[src/rtl/lc3b_pipe_chain.sv]
// Pipeline register chain for the LC-3b datapath. Each stage holds a valid bit
// and a payload, with per-stage stall, younger-stage flush and valid/ready at both ends.
module lc3b_pipe_chain #(
    parameter int WIDTH  = 64,
    parameter int STAGES = 4,
    parameter int CNT_W  = 16
) (
    input  logic                      clk,
    input  logic                      rst_n,
    input  logic                      in_valid,
    input  logic [WIDTH-1:0]          in_data,
    output logic                      in_ready,
    input  logic [STAGES-1:0]         stall,
    input  logic [STAGES-1:0]         flush,
    output logic                      out_valid,
    output logic [WIDTH-1:0]          out_data,
    input  logic                      out_ready,
    output logic [STAGES-1:0]         stage_valid,
    output logic [STAGES*WIDTH-1:0]   stage_data,
    output logic [CNT_W-1:0]          retire_count,
    output logic [CNT_W-1:0]          bubble_count
);

    logic [STAGES-1:0]            valid_q, valid_d;
    logic [STAGES-1:0][WIDTH-1:0] data_q, data_d;
    logic [CNT_W-1:0]             retire_q, retire_d;
    logic [CNT_W-1:0]             bubble_q, bubble_d;

    logic [STAGES:0]   acc;   // acc[i]: stage i can take a new entry this cycle
    logic [STAGES-1:0] go;    // go[i]: entry in stage i moves on this cycle
    logic [STAGES-1:0] kill;  // kill[i]: stage i is at or below the highest flush bit
    logic [STAGES-1:0] load;  // load[i]: stage i captures a surviving entry

    // The ready chain is walked from the oldest stage down, so one stage can
    // be refilled in the same cycle its entry leaves.
    // NOTE: every always_comb output gets a default first so no latch is inferred.
    always_comb begin
        acc          = '0;
        go           = '0;
        kill         = '0;
        acc[STAGES]  = out_ready;
        for (int i = STAGES - 1; i >= 0; i--) begin
            go[i]  = valid_q[i] & ~stall[i] & acc[i+1];
            acc[i] = ~valid_q[i] | go[i];
        end
        kill[STAGES-1] = flush[STAGES-1];
        for (int i = STAGES - 2; i >= 0; i--) begin
            kill[i] = flush[i] | kill[i+1];
        end
    end

    assign in_ready  = acc[0];
    assign out_valid = valid_q[STAGES-1] & ~stall[STAGES-1] & ~flush[STAGES-1];
    assign out_data  = data_q[STAGES-1];

    // A killed source stage hands its successor a bubble, never its payload.
    always_comb begin
        load    = '0;
        valid_d = valid_q;
        data_d  = data_q;
        load[0] = in_valid & acc[0] & ~kill[0];
        for (int i = 1; i < STAGES; i++) begin
            load[i] = go[i-1] & ~kill[i-1];
        end
        for (int i = 0; i < STAGES; i++) begin
            if (kill[i]) begin
                valid_d[i] = 1'b0;
            end else if (load[i]) begin
                valid_d[i] = 1'b1;
            end else if (go[i]) begin
                valid_d[i] = 1'b0;
            end
        end
        if (load[0]) begin
            data_d[0] = in_data;
        end
        for (int i = 1; i < STAGES; i++) begin
            if (load[i]) begin
                data_d[i] = data_q[i-1];
            end
        end
    end

    always_comb begin
        retire_d = retire_q;
        bubble_d = bubble_q;
        if (out_valid && out_ready && (retire_q != {CNT_W{1'b1}})) begin
            retire_d = retire_q + 1'b1;
        end
        if (out_ready && !out_valid && (bubble_q != {CNT_W{1'b1}})) begin
            bubble_d = bubble_q + 1'b1;
        end
    end

    // NOTE: state uses non-blocking assignments; payloads are reset too because
    // debug tooling reads stage_data and expects zeros after reset.
    always_ff @(posedge clk or negedge rst_n) begin
        if (!rst_n) begin
            valid_q  <= '0;
            data_q   <= '0;
            retire_q <= '0;
            bubble_q <= '0;
        end else begin
            valid_q  <= valid_d;
            data_q   <= data_d;
            retire_q <= retire_d;
            bubble_q <= bubble_d;
        end
    end

    assign stage_valid  = valid_q;
    assign stage_data   = data_q;
    assign retire_count = retire_q;
    assign bubble_count = bubble_q;

endmodule

[config.mk]
export PLATFORM = sky130hd
export DESIGN_NAME = lc3b_pipe_chain
export DESIGN_NICKNAME = d
export VERILOG_FILES = /design/src/rtl/lc3b_pipe_chain.sv
export SDC_FILE = /design/constraint.sdc
export NUM_CORES = 1
export LEC_CHECK = 0
export CAP_MARGIN = 40
export CELL_PAD_IN_SITES_DETAIL_PLACEMENT = 1
export CELL_PAD_IN_SITES_GLOBAL_PLACEMENT = 2
export CORE_UTILIZATION = 29
export DETAILED_ROUTE_END_ITERATION = 10
export GPL_TIMING_DRIVEN = 0
export HOLD_SLACK_MARGIN = 0.06
export PLACE_DENSITY = 0.89
export SYNTH_ARGS = -nofsm -noshare
export SYNTH_HDL_FRONTEND = slang
export SYNTH_SLANG_ARGS = --single-unit
[constraint.sdc]
create_clock -name clk -period 2.1 [get_ports clk]
set_input_delay 0.42 -clock clk [delete_from_list [all_inputs] [get_ports clk]]
set_output_delay 0.42 -clock clk [all_outputs]
set_load 0.05 [all_outputs]
Word level (Yosys, flattened, before mapping)
Cells that the tools add are included.
- flip-flop bits (word level): 292
- word-level logic and storage cells: 68
- input port bits: 76
- output and inout bits: 358
- reductions and logical operators: 9
- equality and inequality tests: 2
- multiplexer cells: 12
- $add $sub $neg: 2
- bitwise operators: 33
- operators by type and width (operator ; count):
    16-bit by 1-bit adder with 16-bit output (second input constant) ; 2
    16-bit != test (second input constant) ; 2
    1-bit AND ; 14
    1-bit 2-to-1 mux ; 12
    1-bit inverter ; 12
    3-bit nonzero test ; 4
    1-bit bitwise OR ; 7
    1-bit logical AND ; 4
    1-bit logical NOT ; 1

Longest topological paths before layout
Gate-level depths: netlist of the first run.
- word-level depth: 14
- gate-level depth with buffers: 7
- depth with buffers taken out: 6

Least setup slack after synthesis of the first run
OpenSTA, ideal clock, no wires.
- path kind: register to register
- start: reg valid_q[3], in the netlist stage_valid[3]
- end: reg retire_q[8], in the netlist retire_count[8]
- arrival time: 2.183 ns
- cell stages (with the launch flop): 7
- setup slack: -0.226 ns
- required time: 1.957 ns
- library setup time: 0.143 ns
- clock period less this slack: 2.326 ns
- path through: dfrtp_1 > or3b_1 > inv_1 > nand2_1 > a2111oi_2 > nand2_1 > xnor2_1
- longest elaborated chain between the ends: 4
- ends and longest elaborated chain (item ; line ; RTL):
    from (decl) ; 24 ; logic [STAGES-1:0] valid_q, valid_d;
    from (signal assigned) ; 104 ; valid_q <= valid_d;
    1-bit AND (2 in series) ; 53 ; assign out_valid = valid_q[STAGES-1] & ~stall[STAGES-1] & ~flush[STAGES-1];
    net out_valid ; 15 ; output logic out_valid,
    1-bit logical AND (2 in series) ; 87 ; if (out_valid && out_ready && (retire_q != {CNT_W{1'b1}})) begin
    to (signal assigned) ; 106 ; retire_q <= retire_d;
    to (decl) ; 26 ; logic [CNT_W-1:0] retire_q, retire_d;
The timed path passes the listed nets, and every way through them passes these cells.
A chain may end at the register's enable or synchronous reset.

Final worst setup path of the first run
- start: reg valid_q[2], in the netlist stage_valid[2]
- end: out in_ready
- longest elaborated chain between the ends: 7
- ends and longest elaborated chain (item ; line ; RTL):
    1-bit AND (2 in series) ; 43 ; go[i] = valid_q[i] & ~stall[i] & acc[i+1];
    1-bit bitwise OR * ; 44 ; acc[i] = ~valid_q[i] | go[i];
    1-bit AND * ; 43 ;
    1-bit bitwise OR * ; 44 ;
    1-bit AND * ; 43 ;
    1-bit bitwise OR * ; 44 ;
    to (decl) ; 12 ; output logic in_ready,
Every way passes the cells marked *; elsewhere a longest branch is shown, timed or not.

==> results.sh, run 1 <==
export IMPL_die_x_um=204
export IMPL_worstPathRequired_ns=1.68
export IMPL_io_buffers=433
export IMPL_seq_area_um2=7310
export IMPL_cp_max_fo=5
export IMPL_synthArstFlopShare=1.00
export IMPL_leakagePower_nw=9.93
export IMPL_area_growth_syn_to_layout_pct=50.3
export IMPL_layout_commonest_cell="dlygate4sd2_1"
export IMPL_fmax_mhz=470
export IMPL_yosysTopAreaCellShare=0.620
export IMPL_vias=8157
export IMPL_cpMostUsedCell="a21oi_2"
export IMPL_grt_use_met1=0.195
export IMPL_crit_path_top_delay_cell="dfrtp_1"
export IMPL_cts_tree="built"
export IMPL_antenna_found_initial=1
export IMPL_period_needed_ns=2.13
export IMPL_crit_buf_inv=1
export IMPL_boundaryPins=434
export IMPL_violations="setup timing"
export IMPL_layout_drive_gt1_share=0.297
export IMPL_pre_cts_ws_ns=-0.925
export IMPL_synth_edf_count=0
export IMPL_insertion_delay_ns=0.53
export IMPL_synthesis_nets=850
export IMPL_finalCritPeriodShare=1.01
export IMPL_path_class="reg2out"
export IMPL_synth_cell_types=41
export IMPL_fill_cells=4233
export IMPL_syn_avg_cell_area_um2=15.3
export IMPL_rows=73
export IMPL_cpPeakStageDelay_ns=0.43
export IMPL_root_buffer="clkbuf_16"
export IMPL_path_cells="a21oi_2 -> o21ai_2 -> a21oi_2 -> nand2b_4 -> buf_8"
export IMPL_drc=0
export IMPL_hp_class="in2reg"
export IMPL_cts_max_level=2
export IMPL_grt_busiest_layer="met2"
export IMPL_clock_sinks=292
export IMPL_grt_max_degree=123
export IMPL_power_density_nw_per_um2=859
export IMPL_mostFrequentLayoutCells="dlygate4sd2_1, dfrtp_1, mux2_2, buf_4, clkdlybuf4s50_1"
export IMPL_crit_start="stage_valid[2]"
export IMPL_met3_usage=0.0559
export IMPL_min_delay_start="flush[3]"
export IMPL_synth_seq_area_share=0.620
export IMPL_skew_ns=0.0103
export IMPL_maxCapViolCount=0
export IMPL_gp_congestion=0.798
export IMPL_worstSetupStartpointType="register"
export IMPL_setup_tns_ns=-0.0265
export IMPL_cts_max_path_buffers=3
export IMPL_grt_use_total=0.174
export IMPL_relSlewSlack=0.550
export IMPL_yosys_area_top_type="dfrtp_1"
export IMPL_die_area_um2=41400
export IMPL_dp_hpwl_um=26500
export IMPL_synth_warnings=0
export IMPL_rsz0062_at_grt="true"
export IMPL_cts_made_buffers=34
export IMPL_ys_flop_type="dfrtp_1"
export IMPL_crit_cells=5
export IMPL_syn_cell_area_um2=11800
export IMPL_ff2ff_path_depth=5
export IMPL_synth_area_top_cells="dfrtp_1, mux2_2, mux2_1"
export IMPL_synthCells=772
export IMPL_ant_nets=0
export IMPL_drt_iter0_markers=218
export IMPL_core_um2=39900
export IMPL_worst_slew_pin_slew_ns=0.675
export IMPL_grt_pass1_wl_um=54700
export IMPL_multi_input_area_um2=3780
export IMPL_ys_ff_latch=292
export IMPL_holdPathStages=3
export IMPL_setup_violations_final=1
export IMPL_status="finished, violations left"
export IMPL_initial_core_util=0.295
export IMPL_gr_total_overflow=0
export IMPL_use_met2=0.311
export IMPL_ir_drop_mv=0.753
export IMPL_grt_pass1_vias=8800
export IMPL_drt_first_pass_iters=4
export IMPL_reg2reg_from="stage_valid[2]"
export IMPL_setup_slack_ns=-0.0265
export IMPL_routed_via_density=4.54
export IMPL_die_height_um=204
export IMPL_layout_nets=1327
export IMPL_routedWlPerCell_um=19.9
export IMPL_path_delay_family="compound AO/OA/AOI/OAI gates"
export IMPL_hold_viol_final=0
export IMPL_crit_arrival_ns=1.71
export IMPL_wirelength_um=35800
export IMPL_clk_pin_slew_worst_paths_ns=0.06
export IMPL_crit_path_end_kind="output port"
export IMPL_drv_slew=0
==> per-stage QoR <==
step	power, mW	cells	cell area (µm²)	hold slack (ns)	utilization
after detailed placement	9.49	1733	16900	0.409	0.423
after global placement	9.43	1730	16800	0.489	0.420
after floorplan	8.17	772	11800	0.124	-
after CTS	15.4	1795	17700	0.453	0.443
after global routing	15.8	1797	17700	0.367	0.444
final	15.2	1798	17700	0.368	0.444
==> kinds of logic (layout without fill, tap and decap cells) <==
family | Yosys count | in the layout | share of synthesized area
mux | 260 | 260 | 0.248
buf+inv | 98 | 598 | 0.0611
other cells | 0 | 1 | 0
simple gates | 76 | 76 | 0.0365
fa+ha+maj | 2 | 2 | 0.00212
xor+xnor | 25 | 25 | 0.0186
compound gates | 19 | 19 | 0.0132
flops | 292 | 292 | 0.620
==> flip-flops by register name (all words and copies together) (netlist names) <==
signal        flops
bubble_count     16
stage_valid       4
retire_count     16
stage_data      192
out_data         64
==> worst min-delay path, stage by stage <==
cell and delay [ns]:
dlymetal6s2s_1 0.20, inv_1 0.09, a31o_2 0.15
==> final cells by class <==
type,count,area share
plain buffers,92,0.0410
clock inverters,11,0.00756
well taps,525,0.0371
diodes,1,0.000141
repair buffers,441,0.228
inverters,6,0.00148
clock buffers,48,0.0586
flip-flops and latches,292,0.413
multi-input cells,382,0.213
==> path summary, 6_finish.rpt <==
| kind | to | slack (ns) |
|---|---|---|
| worst max-delay path | in_ready | -0.03 |
| worst max register to register | stage_data[152] | 0 |
| worst min register to register | retire_count[15] | 0.49 |
| max in group asynchronous | stage_valid[3] | 0.59 |
| worst min-delay path | stage_valid[3] | 0.37 |
| min in group asynchronous | out_data[38] | 0.47 |
==> routing by layer <==
| metal | up-vias | routed length, µm |
|---|---|---|
| li1 | 3605 | - |
| met1 | 4203 | 13600 |
| met2 | 291 | 18600 |
| met3 | 58 | 2660 |
| met4 | 0 | 1010 |
| met5 | - | 0 |
==> power by group <==
group | switching (mW) | internal (mW) | leakage (nW)
sequential | 0.348 | 6.02 | 3.95
clock | 2.32 | 3.80 | 0.585
combinational | 1.92 | 0.799 | 5.40
==> cells in the mapped netlist, types with 4 or more instances <==
cell type and instances:
xor2_1 5, buf_2 14, nand2_1 17, a21oi_1 5, nor3_1 4, inv_1 6, nand3_1 13, mux2_1 54
buf_4 65, buf_6 12, dfrtp_1 292, mux2_2 204, xnor2_1 20, and3_1 9, nand4_1 10, nor2_1 10
==> repair_timing <==
action                                  4_1_cts  5_1_grt
hold buffers                                  1        0
endpoints found under the hold margin        63        0
buffers inserted                              2        2
resized for setup                           389        3
endpoints found under the setup margin      569       44
pin swaps                                     1        0
(Power assumes the default switching activity.)
==> inputs of run 2 (changes only) <==
- CORE_MARGIN: unset -> 2
==> results.sh, run 2 (same netlist as run 1, synthesis figures left out) <==
export IMPL_skew_ns=0.00969
export IMPL_fmax_mhz=467
export IMPL_io_buffers=433
export IMPL_seq_area_um2=7310
export IMPL_root_buffer="clkbuf_16"
export IMPL_grt_max_degree=120
export IMPL_setup_slack_ns=-0.0434
export IMPL_grt_use_total=0.172
export IMPL_die_height_um=206
export IMPL_routed_via_density=4.50
export IMPL_leakagePower_nw=9.93
export IMPL_fill_cells=4242
export IMPL_insertion_delay_ns=0.52
export IMPL_drc=0
export IMPL_die_area_um2=42300
export IMPL_drt_first_pass_iters=4
export IMPL_worstSetupStartpointType="register"
export IMPL_die_x_um=206
export IMPL_wirelength_um=36400
export IMPL_initial_core_util=0.295
export IMPL_crit_arrival_ns=1.72
export IMPL_cts_max_path_buffers=3
export IMPL_gr_total_overflow=0
export IMPL_rsz0062_at_grt="true"
export IMPL_clk_pin_slew_worst_paths_ns=0.06
export IMPL_power_density_nw_per_um2=851
export IMPL_fin_area_um2=17700
export IMPL_hold_viol_final=0
export IMPL_worst_slew_pin_slew_ns=0.701
export IMPL_place_area_um2=16800
export IMPL_final_instance_count_excl_fill=1801
export IMPL_layout_commonest_cell="dlygate4sd2_1"
export IMPL_relSlewSlack=0.533
export IMPL_drv_slew=0
export IMPL_gp_congestion=0.753
export IMPL_cts_max_level=2
export IMPL_mostFrequentLayoutCells="dlygate4sd2_1, dfrtp_1, mux2_2, buf_4, clkdlybuf4s50_1"
export IMPL_setup_tns_ns=-0.0434
export IMPL_hp_class="in2reg"
export IMPL_maxCapViolCount=0
export IMPL_period_needed_ns=2.14
export IMPL_cts_tree="built"
export IMPL_ant_nets=0
export IMPL_worstPathRequired_ns=1.68
export IMPL_status="finished, violations left"
export IMPL_boundaryPins=434
export IMPL_core_um2=39900
export IMPL_multi_input_area_um2=3790
export IMPL_drt_iter0_markers=197
export IMPL_violations="setup timing"
export IMPL_clock_sinks=292
export IMPL_cts_made_buffers=34
export IMPL_layout_nets=1330
export IMPL_routedWlPerCell_um=20.2
export IMPL_vias=8102
export IMPL_crit_path_end_kind="output port"
export IMPL_grt_pass1_vias=8881
export IMPL_path_class="reg2out"
export IMPL_area_growth_syn_to_layout_pct=50.3
export IMPL_grt_pass1_wl_um=54900
export IMPL_pre_cts_ws_ns=-0.901
export IMPL_ir_drop_mv=0.857
export IMPL_dp_cells=1732
export IMPL_antenna_found_initial=2
export IMPL_largest_reg_flops=192
export IMPL_setup_violations_final=1
export IMPL_rows=73
export IMPL_cp_max_fo=5
export IMPL_layout_drive_gt1_share=0.297
export IMPL_finalCritPeriodShare=1.02
export IMPL_dp_hpwl_um=27100
==> run 2: cell count changes in the layout (fill, tap and decap cells not counted), moves of 2 or more <==
cell / before / now
buf_2: 7 / 4
clkbuf_8: 7 / 11
clkinv_2: 7 / 5
clkbuf_16: 37 / 35
buf_4: 74 / 80
==> run 2: metrics by stage <==
stage          power [mW]  hold WS (ns)  utilization
3_3_place_gp         9.43         0.481        0.420
4_1_cts              15.3         0.461        0.442
2_1_floorplan        8.17         0.124            -
3_5_place_dp         9.50         0.494        0.422
5_1_grt              15.7         0.368        0.444
6_report             15.1         0.378        0.444
==> run 2: final timing paths <==
path                                   end  cells after the start       startpoint  slack (ns)
max                               in_ready                      5   stage_valid[2]       -0.04
max reg2reg                 stage_data[56]                      8   stage_valid[2]        0.04
min reg2reg                retire_count[5]                      1  retire_count[5]        0.49
max in group asynchronous   stage_data[12]                      3            rst_n        0.50
min                         stage_valid[3]                      3         flush[3]        0.38
min in group asynchronous     out_data[38]                      2            rst_n        0.52
==> run 2: power by group <==
| part | internal [mW] | switching, mW |
|---|---|---|
| clock | 3.67 | 2.29 |
| sequential | 6.02 | 0.348 |
| combinational | 0.802 | 1.94 |
==> run 2: timing repair <==
| action | CTS | global route |
|---|---|---|
| setup buffers | 3 | 5 |
| pin swaps | 2 | 3 |
| gates resized for setup | 390 | 9 |
| hold buffers | 1 | 0 |
| endpoints found under the setup margin | 571 | 55 |
| endpoints found under the hold margin | 87 | 0 |
==> run 2: critical path, stage by stage, from the launching register on <==
cell      delay [ns]
dfrtp_1         0.43
a21oi_2         0.19
o21ai_2         0.10
a21oi_4         0.17
nand2b_4        0.16
buf_8           0.15
==> run 2: cell type report <==
cell class | instances | area share
inverter | 6 | 0.00148
timing repair buffer | 444 | 0.228
sequential | 292 | 0.413
clock buffer | 50 | 0.0589
clock inverter | 8 | 0.00530
buffer | 92 | 0.0425
antenna | 2 | 0.000283
multi-input combinational | 382 | 0.214
tap | 525 | 0.0371
==> run 2: metal layers <==
metal	track usage	up-vias	share of wire
met1	0.192	4152	0.37
met4	0.0534	0	0.022
met5	0	-	0
li1	-	3611	-
met3	0.0611	52	0.086
met2	0.307	287	0.52
==> inputs of run 3 (changes only) <==
--- a/config.mk
+++ b/config.mk
@@ -16,2 +16,3 @@
 export PLACE_DENSITY = 0.89
+export SLEW_MARGIN = 0
 export SYNTH_ARGS = -nofsm -noshare
==> constraint.sdc (replaced) <==
create_clock -name clk -period 2.1 [get_ports clk]
set_input_delay 0.315 -clock clk [delete_from_list [all_inputs] [get_ports clk]]
set_output_delay 0.315 -clock clk [all_outputs]
set_load 0.05 [all_outputs]
==> results.sh, run 3 (same netlist as run 1, synthesis figures left out) <==
export IMPL_status="finished clean"
export IMPL_ir_drop_mv=0.851
export IMPL_grt_pass1_wl_um=54600
export IMPL_gr_total_overflow=0
export IMPL_vias=8125
export IMPL_worstPathRequired_ns=2.50
export IMPL_clock_sinks=292
export IMPL_finalCritPeriodShare=0.981
export IMPL_power_frac_comb=0.190
export IMPL_dp_cells=1732
export IMPL_setup_tns_ns=0
export IMPL_skew_ns=0.0102
export IMPL_boundaryPins=434
export IMPL_final_instance_count_excl_fill=1799
export IMPL_p_sw_frac=0.301
export IMPL_cts_made_buffers=34
export IMPL_die_area_um2=42300
export IMPL_setup_violations_final=0
export IMPL_power_switching_mw=4.59
export IMPL_die_x_um=206
export IMPL_worst_slew_pin_slew_ns=0.702
export IMPL_grt_pass1_vias=8880
export IMPL_clk_pin_slew_worst_paths_ns=0.06
export IMPL_layout_commonest_cell="dfrtp_1"
export IMPL_die_height_um=206
export IMPL_crit_path_end_kind="register"
export IMPL_area_growth_syn_to_layout_pct=53.9
export IMPL_root_buffer="clkbuf_16"
export IMPL_clock_power_share=0.391
export IMPL_grt_use_total=0.171
export IMPL_worstSetupStartpointType="input pin"
export IMPL_power_mw=15.2
export IMPL_largest_reg_flops=192
export IMPL_layout_drive_gt1_share=0.296
export IMPL_relSlewSlack=0.532
export IMPL_hp_class="in2reg"
export IMPL_cts_tree="built"
export IMPL_routed_via_density=4.52
export IMPL_io_buffers=433
export IMPL_routedWlPerCell_um=20.4
export IMPL_drt_iter0_markers=156
export IMPL_rsz0062_at_grt="true"
export IMPL_maxCapViolCount=0
export IMPL_p_seq_frac=0.418
export IMPL_fill_cells=4110
export IMPL_period_needed_ns=2.06
export IMPL_crit_arrival_ns=2.46
export IMPL_initial_core_util=0.295
export IMPL_wirelength_um=36800
export IMPL_drt_first_pass_iters=4
export IMPL_leakagePower_nw=10.8
export IMPL_insertion_delay_ns=0.53
export IMPL_dp_hpwl_um=27100
export IMPL_path_class="in2reg"
export IMPL_antenna_found_initial=2
export IMPL_layout_nets=1328
export IMPL_core_um2=39900
export IMPL_drc=0
export IMPL_mostFrequentLayoutCells="dfrtp_1, mux2_2, dlygate4sd2_1, clkdlybuf4s50_1, dlymetal6s2s_1"
export IMPL_fmax_mhz=486
export IMPL_rows=73
export IMPL_drv_slew=0
export IMPL_cp_max_fo=10
export IMPL_ant_nets=0
export IMPL_hold_viol_final=0
export IMPL_grt_max_degree=120
export IMPL_cts_max_level=2
export IMPL_power_density_nw_per_um2=840
export IMPL_gp_congestion=0.753
export IMPL_intPower_mw=10.6
export IMPL_cts_max_path_buffers=3
## run 3: cell types whose count changed in the layout (fill, tap and decap cells not counted)
cell and change:
buf_4 -2, buf_6 -2, nor4_4 -1, clkbuf_4 +3, nor4_2 +1, dlymetal6s2s_1 +96
clkdlybuf4s50_1 +92, clkdlybuf4s15_1 -1, buf_12 -1, dlygate4sd2_1 -187
## run 3: critical path: stages
cell and delay [ns]:
clkdlybuf4s50_1 0.53, and2b_1 0.22, o21ai_2 0.21, a21oi_4 0.09, buf_4 0.15, o211ai_4 0.18, buf_4 0.22, buf_6 0.19
mux2_2 0.35
## run 3: final cells by class
cell class | instances | area, µm² | area share
Clock buffer | 50 | 1040 | 0.0575
Antenna cell | 2 | 5.00 | 0.000276
Multi-Input combinational cell | 382 | 3780 | 0.208
Timing Repair Buffer | 442 | 4490 | 0.247
Clock inverter | 8 | 93.8 | 0.00517
Inverter | 6 | 26.3 | 0.00145
Tap cell | 525 | 657 | 0.0362
Buffer | 92 | 737 | 0.0406
Sequential cell | 292 | 7310 | 0.403
## run 3: power groups by stage
| stage | clock network [mW] | registers, mW | logic, mW |
|---|---|---|---|
| finish | 5.96 | 6.37 | 2.90 |
| global route | 6.43 | 6.44 | 3.02 |
| CTS | 6.17 | 6.38 | 2.93 |
| detailed placement | 0 | 6.48 | 3.02 |
| global placement | 0 | 6.46 | 2.97 |
| floorplan | 0 | 7.74 | 0.429 |
## run 3: per-stage QoR
step                utilization  hold WS (ns)  worst slack [ns]  instance area, µm²
global placement          0.420         0.481            -13.15               16800
detailed placement        0.422         0.389            -0.796               16800
CTS                       0.447         0.356           -0.0864               17800
finish                    0.454         0.331            0.0409               18100
global route              0.454         0.330           -0.0216               18100
floorplan                     -        0.0194            0.0396               11800
## run 3: repair_timing
action                                  in CTS  in global routing
hold buffers                                 1                  0
pin swaps                                    2                  2
endpoints found under the setup margin     377                227
endpoints found under the hold margin       87                  0
resized for setup                          193                107
setup buffers                                3                  3
## run 3: final timing paths
check	startpoint	cells after the start	slack, ns	endpoint
max reg2reg	stage_valid[2]	8	0.06	stage_data[24]
min reg2reg	retire_count[5]	1	0.49	retire_count[5]
min	out_ready	3	0.33	stage_valid[3]
min in group asynchronous	rst_n	2	0.41	out_data[38]
max in group asynchronous	rst_n	3	0.63	stage_data[12]
max	stall[3]	9	0.04	stage_data[24]
## run 3: routing by layer
| metal | wire length, µm | track usage |
|---|---|---|
| met4 | 1060 | 0.0578 |
| met1 | 13600 | 0.191 |
| met5 | 0 | 0 |
| met2 | 18900 | 0.302 |
| met3 | 3200 | 0.0622 |
